### src/rtl/run_controller_pkg.sv
// Shared types and constants for the MIPS run/halt/step sequencer.
package run_controller_pkg;

  typedef enum logic [1:0] {
    ST_IDLE = 2'd0,
    ST_RUN  = 2'd1,
    ST_STEP = 2'd2,
    ST_HALT = 2'd3
  } run_state_t;

  typedef enum logic [1:0] {
    CAUSE_NONE  = 2'd0,
    CAUSE_REQ   = 2'd1,
    CAUSE_BP    = 2'd2,
    CAUSE_INSTR = 2'd3
  } halt_cause_t;

  localparam logic [5:0]  OP_HALT           = 6'h3F;
  localparam logic [31:0] DEFAULT_HALT_WORD = {OP_HALT, 26'd0};

endpackage

### src/rtl/run_controller_if.sv
// Control/debug signal bundle between the debug harness and the run controller.
interface run_controller_if #(
  parameter int unsigned WL = 32,
  parameter int unsigned CW = 32
);
  logic          run_req;
  logic          halt_req;
  logic          step_req;
  logic          bp_en;
  logic [WL-1:0] bp_addr;
  logic [WL-1:0] PC_curr;
  logic [WL-1:0] Inst;
  logic          CPU_EN;
  logic [1:0]    state;
  logic [1:0]    halt_cause;
  logic [CW-1:0] instr_count;

  modport master (
    output run_req, halt_req, step_req, bp_en, bp_addr, PC_curr, Inst,
    input  CPU_EN, state, halt_cause, instr_count
  );

  modport slave (
    input  run_req, halt_req, step_req, bp_en, bp_addr, PC_curr, Inst,
    output CPU_EN, state, halt_cause, instr_count
  );
endinterface

### src/rtl/run_controller_sat_counter.sv
// Saturating up-counter: increments on inc, holds at all-ones.
module sat_counter #(
  parameter int unsigned CW = 32
) (
  input  logic          CLK,
  input  logic          RST,
  input  logic          inc,
  output logic [CW-1:0] count
);

  always_ff @(posedge CLK or posedge RST) begin
    if (RST) begin
      count <= '0;
    end else if (inc && (count != '1)) begin
      count <= count + CW'(1);
    end
  end

endmodule

### src/rtl/run_controller.sv
// Run/halt/step sequencer producing CPU_EN for the single-cycle MIPS datapath,
// with PC breakpoint, halt-instruction detection and retired-instruction counter.
module run_controller
  import run_controller_pkg::*;
#(
  parameter int unsigned   WL        = 32,
  parameter int unsigned   CW        = 32,
  parameter logic [WL-1:0] HALT_WORD = WL'(DEFAULT_HALT_WORD)
) (
  input  logic             CLK,
  input  logic             RST,
  run_controller_if.slave  bus
);

  run_state_t  state_q, state_d;
  halt_cause_t cause_q, cause_d;
  logic        bp_skip_q, bp_skip_d;
  logic        bp_hit, halt_hit, cpu_en;
  logic [CW-1:0] count;

  always_ff @(posedge CLK or posedge RST) begin
    if (RST) begin
      state_q   <= ST_IDLE;
      cause_q   <= CAUSE_NONE;
      bp_skip_q <= 1'b0;
    end else begin
      state_q   <= state_d;
      cause_q   <= cause_d;
      bp_skip_q <= bp_skip_d;
    end
  end

  always_comb begin
    bp_hit    = bus.bp_en && (bus.PC_curr == bus.bp_addr) && !bp_skip_q;
    halt_hit  = (bus.Inst == HALT_WORD);
    cpu_en    = 1'b0;
    state_d   = state_q;
    cause_d   = cause_q;
    bp_skip_d = bp_skip_q;

    unique case (state_q)
      ST_RUN: begin
        cpu_en = !(bp_hit || halt_hit || bus.halt_req);
        if (bus.halt_req) begin
          state_d = ST_HALT;
          cause_d = CAUSE_REQ;
        end else if (halt_hit) begin
          state_d = ST_HALT;
          cause_d = CAUSE_INSTR;
        end else if (bp_hit) begin
          state_d = ST_HALT;
          cause_d = CAUSE_BP;
        end
      end
      ST_STEP: begin
        // A halt word is never committed, even when single-stepping onto it.
        cpu_en  = !halt_hit;
        state_d = ST_HALT;
        cause_d = halt_hit ? CAUSE_INSTR : CAUSE_REQ;
      end
      default: begin
        // IDLE/HALT: a halt instruction locks the core until reset.
        if ((cause_q != CAUSE_INSTR) && !bus.halt_req) begin
          if (bus.step_req) begin
            state_d   = ST_STEP;
            cause_d   = CAUSE_NONE;
            bp_skip_d = 1'b1;
          end else if (bus.run_req) begin
            state_d   = ST_RUN;
            cause_d   = CAUSE_NONE;
            bp_skip_d = 1'b1;
          end
        end
      end
    endcase

    if (cpu_en) begin
      bp_skip_d = 1'b0;
    end
  end

  sat_counter #(.CW(CW)) u_instr_count (
    .CLK   (CLK),
    .RST   (RST),
    .inc   (cpu_en),
    .count (count)
  );

  assign bus.CPU_EN      = cpu_en;
  assign bus.state       = state_q;
  assign bus.halt_cause  = cause_q;
  assign bus.instr_count = count;

endmodule
### src/flat_wrapper.sv
// flat-port wrapper written by rule: the top's interface ports become plain ports
module run_controller_flat import run_controller_pkg::*;
#(
  parameter int unsigned   WL        = 32,
  parameter int unsigned   CW        = 32,
  parameter logic [WL-1:0] HALT_WORD = WL'(DEFAULT_HALT_WORD)
)
  (CLK, RST, bus_run_req, bus_halt_req, bus_step_req, bus_bp_en, bus_bp_addr, bus_PC_curr, bus_Inst, bus_CPU_EN, bus_state, bus_halt_cause, bus_instr_count);
  run_controller_if #(.WL(WL), .CW(CW)) bus_i ();
  input  logic CLK;
  input  logic RST;
  input wire logic [$bits(bus_i.run_req)-1:0] bus_run_req;
  input wire logic [$bits(bus_i.halt_req)-1:0] bus_halt_req;
  input wire logic [$bits(bus_i.step_req)-1:0] bus_step_req;
  input wire logic [$bits(bus_i.bp_en)-1:0] bus_bp_en;
  input wire logic [$bits(bus_i.bp_addr)-1:0] bus_bp_addr;
  input wire logic [$bits(bus_i.PC_curr)-1:0] bus_PC_curr;
  input wire logic [$bits(bus_i.Inst)-1:0] bus_Inst;
  output wire logic [$bits(bus_i.CPU_EN)-1:0] bus_CPU_EN;
  output wire logic [$bits(bus_i.state)-1:0] bus_state;
  output wire logic [$bits(bus_i.halt_cause)-1:0] bus_halt_cause;
  output wire logic [$bits(bus_i.instr_count)-1:0] bus_instr_count;
  assign bus_i.run_req = bus_run_req;
  assign bus_i.halt_req = bus_halt_req;
  assign bus_i.step_req = bus_step_req;
  assign bus_i.bp_en = bus_bp_en;
  assign bus_i.bp_addr = bus_bp_addr;
  assign bus_i.PC_curr = bus_PC_curr;
  assign bus_i.Inst = bus_Inst;
  assign bus_CPU_EN = bus_i.CPU_EN;
  assign bus_state = bus_i.state;
  assign bus_halt_cause = bus_i.halt_cause;
  assign bus_instr_count = bus_i.instr_count;
  run_controller #(.WL(WL), .CW(CW), .HALT_WORD(HALT_WORD)) u_core (.CLK(CLK), .RST(RST), .bus(bus_i));
endmodule
### config.mk
export PLATFORM = sky130hd
export DESIGN_NAME = run_controller_flat
export DESIGN_NICKNAME = d
export VERILOG_FILES = /design/src/rtl/run_controller_pkg.sv /design/src/rtl/run_controller_if.sv /design/src/rtl/run_controller_sat_counter.sv /design/src/rtl/run_controller.sv /design/src/flat_wrapper.sv
export SDC_FILE = /design/constraint.sdc
export NUM_CORES = 1
export LEC_CHECK = 0
export ABC_CLOCK_PERIOD_IN_PS = 2700
export BUFFER_PORTS_ARGS = -buffer_cell sky130_fd_sc_hd__buf_2
export CAP_MARGIN = 20
export CORE_MARGIN = 2
export CORE_UTILIZATION = 44
export DETAILED_ROUTE_END_ITERATION = 8
export HOLD_SLACK_MARGIN = 0.08
export PLACE_DENSITY = 0.8
export RECOVER_POWER = 25
export SYNTH_ARGS = -nofsm -noshare
export SYNTH_HDL_FRONTEND = slang
export SYNTH_SLANG_ARGS = --single-unit
### constraint.sdc
create_clock -name CLK -period 2.7 [get_ports CLK]
set_input_delay 0.405 -clock CLK [delete_from_list [all_inputs] [get_ports CLK]]
set_output_delay 0.405 -clock CLK [all_outputs]
set_load 0.005 [all_outputs]
==> results.md <==
* Status: complete, but fails checks
* Failing checks: capacitance limit, slew limit
* Tcrit/Tclk final at 0.982
* Seq cells post-synth at 37
* Total Routing Usage GR at 0.221
* FP Rows at 27
* Sequential area share after synthesis at 0.383
* Routed vias/inst at 5.27
* CTS tree: done
* Starting DRT DRC Count at 183
* Final Wtd Congestion at between 0.8 and 0.9
* DIE WIDTH at 78.2 um
* Placed Cells incl. Taps at 463
* H-tree levels at 2
* WL/cell at roughly 14 um
* Vias in the first global route at 2,515
* TNS Setup at 0 ps
* Num CTS Buffers at 5
* Synth Instances at 252
* Core area at ~5400 um^2
* Largest net degree at the start of global routing at 38
* CTS root buf: clkbuf_8
* Syn Area/Cell at 9.60 um^2
* Syn Nets at 357
* Finished Cell Area at about 3400 um^2
* Initial antenna violation count at 0
* Kind of critical path: flip-flop to output port
* I/O Pins at ~140
* Final layout net count at 504
* Port bufs at about 140
* Hpwl dp at 5100 um
* Fillers at between 400 and 500
* PD cells at 492 nW/um^2
* Hold Path Class: primary input to flip-flop
* Final Non-Filler Cells at ~470
* Worst slew pin tran at 1980 ps
* Leakage at between 1.5 and 2 nW
* Layout cells sized above 1 at 0.413
* # resized after CTS at 0
* Syn-to-layout area delta at 38.8%
* Routed via count at 2,488
* VDD IR max at about 560 uV
* CP arrival at between 2000 and 2500 ps
* Design Power at 1.65 mW
* Antenna viol nets, final at 0
* Worst rel slew slack at -0.322
* Die Height at 78.2 um
* Max-cap violations at 1
* Clock Latency Late Sink at 290 ps
* Clk buf depth at 2
* Worst Setup End Kind: output port
* Placed Area at between 3000 and 4000 um^2
* Slew Limit Fails at 38
* Overflow after GRT at 0
* Final Core Density at 0.621
* Starting Density at 0.448
* DIE AREA at slightly above 6000 um^2
* CP startpoint kind: flip-flop
* Drt total wl at 6490 um
* Initial DRT Pass Iterations at 4
* Max Fclk at 377 MHz
* First-pass GRT wire length at approximately 11,000 um
* Hold-fix buffer count after cts at 0
* RSZ-0062 raised after global routing: no
* Post-synthesis instance area at 2420 um^2
* WP data required at 2300 ps
* Final setup viols at 0
* Num Clock Sinks at 37
* # diodes at 0
* DRC violations left at 0
* Clock transition at path regs at 80 ps
* Worst Skew at a little under 7 ps
* Synth unique cells at 47
* Final Hold Fails at 0
* Final period demand of the worst path at 2650 ps
* Crit path max fanout at 2
* Syn. warnings at 0
==> cell usage after synthesis, drive strengths merged <==
cell type / count / share of area
nand2: 14 / 0.022
nor2: 8 / 0.012
a222oi: 1 / 0.0041
and2b: 2 / 0.0072
and2: 3 / 0.0088
nand2b: 3 / 0.0078
o22ai: 3 / 0.0078
nand3b: 2 / 0.0062
or3: 4 / 0.011
nor3b: 4 / 0.012
nand4b: 3 / 0.011
or4b: 1 / 0.0057
a21o: 1 / 0.0031
o41a: 1 / 0.0047
dfrtp: 37 / 0.38
a211oi: 1 / 0.0031
o21ai: 3 / 0.0062
a21oi: 4 / 0.0098
clkbuf: 3 / 0.0047
buf: 3 / 0.0062
nor4b: 1 / 0.0036
and3: 5 / 0.013
or4: 1 / 0.0047
xor2: 46 / 0.17
a2111oi: 2 / 0.0098
nor2b: 4 / 0.013
xnor2: 9 / 0.033
nor3: 15 / 0.031
and4: 6 / 0.022
a2bb2oi: 1 / 0.0036
inv: 12 / 0.019
o2111ai: 1 / 0.0036
nand3: 10 / 0.021
nor4: 19 / 0.055
nand4: 11 / 0.028
o21bai: 1 / 0.0031
o211ai: 1 / 0.0031
ha: 3 / 0.016
mux2: 1 / 0.0047
o32a: 1 / 0.0041
o41ai: 1 / 0.0067
==> sequential cells by signal, indices dropped and copies added, names as in the netlist <==
signal and count:
u_core.bp_skip_q 1, u_core.bus.state 2, u_core.u_instr_count.count 32, u_core.bus.halt_cause 2
==> per-layer routing <==
metal  routed length (um)  share of wire  track usage
met2                 3280           0.51        0.391
met3                  405          0.062       0.0437
met5                    0              0            0
met1                 2760           0.42        0.273
met4                   47         0.0072       0.0649
==> worst max-delay path: stages (launching register included) <==
cell	delay [ps]
dfrtp_1	390
nand2b_1	160
a2111oi_0	460
nand4_1	270
nor4_4	400
nor2_1	120
buf_2	170
==> layout by cell type (no fill, tap or decap), types with 2 or more instances in the layout <==
master    synthesis  layout
nand2b_1          3       3
nand4b_1          3       3
inv_1            12      12
nor4_1           18      18
and2_1            2       2
nor3_1           15      15
and2b_2           2       2
nand3b_1          2       2
and3_1            5       5
nand2_1          14      14
o22ai_1           3       3
buf_2             3     138
and4_1            6       6
xnor2_1           9       9
a21oi_1           3       3
xor2_1           46      46
nand4_1          11      11
dfrtp_1          37      37
or3_1             3       3
o21ai_0           3       3
buf_4             0       6
nor3b_1           4       4
ha_1              3       3
clkbuf_8          0       5
nand3_1          10      10
nor2_1            8       8
nor2b_1           3       3
==> layout make-up <==
class                           count  area, um^2  share of cell area
Multi-Input combinational cell    197        1420               0.424
Sequential cell                    37         926               0.276
Timing Repair Buffer              146         759               0.226
Tap cell                           72        90.1              0.0268
Clock buffer                        5        68.8              0.0205
Clock inverter                      3        46.3              0.0138
Inverter                           12        45.0              0.0134
==> cell families after synthesis <==
kind of cell | share of synthesized area
compound gates | 0.0729
xor+xnor | 0.199
fa+ha+maj | 0.0155
buf+inv | 0.0295
flops | 0.383
mux | 0.00465
simple gates | 0.296
==> final timing paths <==
kind,cells after the start,to,from,slack (ps)
worst max-delay path,6,bus_CPU_EN,u_core.bp_skip_q,50
worst min register to register,1,u_core.u_instr_count.count[8],u_core.u_instr_count.count[8],480
min in group asynchronous,3,u_core.u_instr_count.count[5],RST,810
max in group asynchronous,3,u_core.u_instr_count.count[20],RST,750
worst max register to register,7,u_core.bus.state[1],u_core.bp_skip_q,170
worst min-delay path,2,u_core.bus.state[0],bus_step_req,340
==> what timing repair did <==
action | CTS | global route
buffers inserted | 0 | 1
endpoints found under the setup margin | 0 | 1
hold endpoints to repair | 0 | 0
==> where the power goes <==
| group | switching, mW | internal [mW] |
|---|---|---|
| Sequential | 0.0581 | 0.606 |
| Combinational | 0.255 | 0.243 |
| Clock | 0.214 | 0.276 |
| Total | 0.527 | 1.13 |
==> stage by stage <==
stage | hold WS, ps | worst slack (ps)
2_1_floorplan | 454 | 376
3_3_place_gp | 467 | 192
3_5_place_dp | 472 | 99.6
4_1_cts | 218 | 1.49
5_1_grt | 352 | 8.21
6_report | 337 | 48.7
Note: power is estimated with default switching activity, not from simulation.
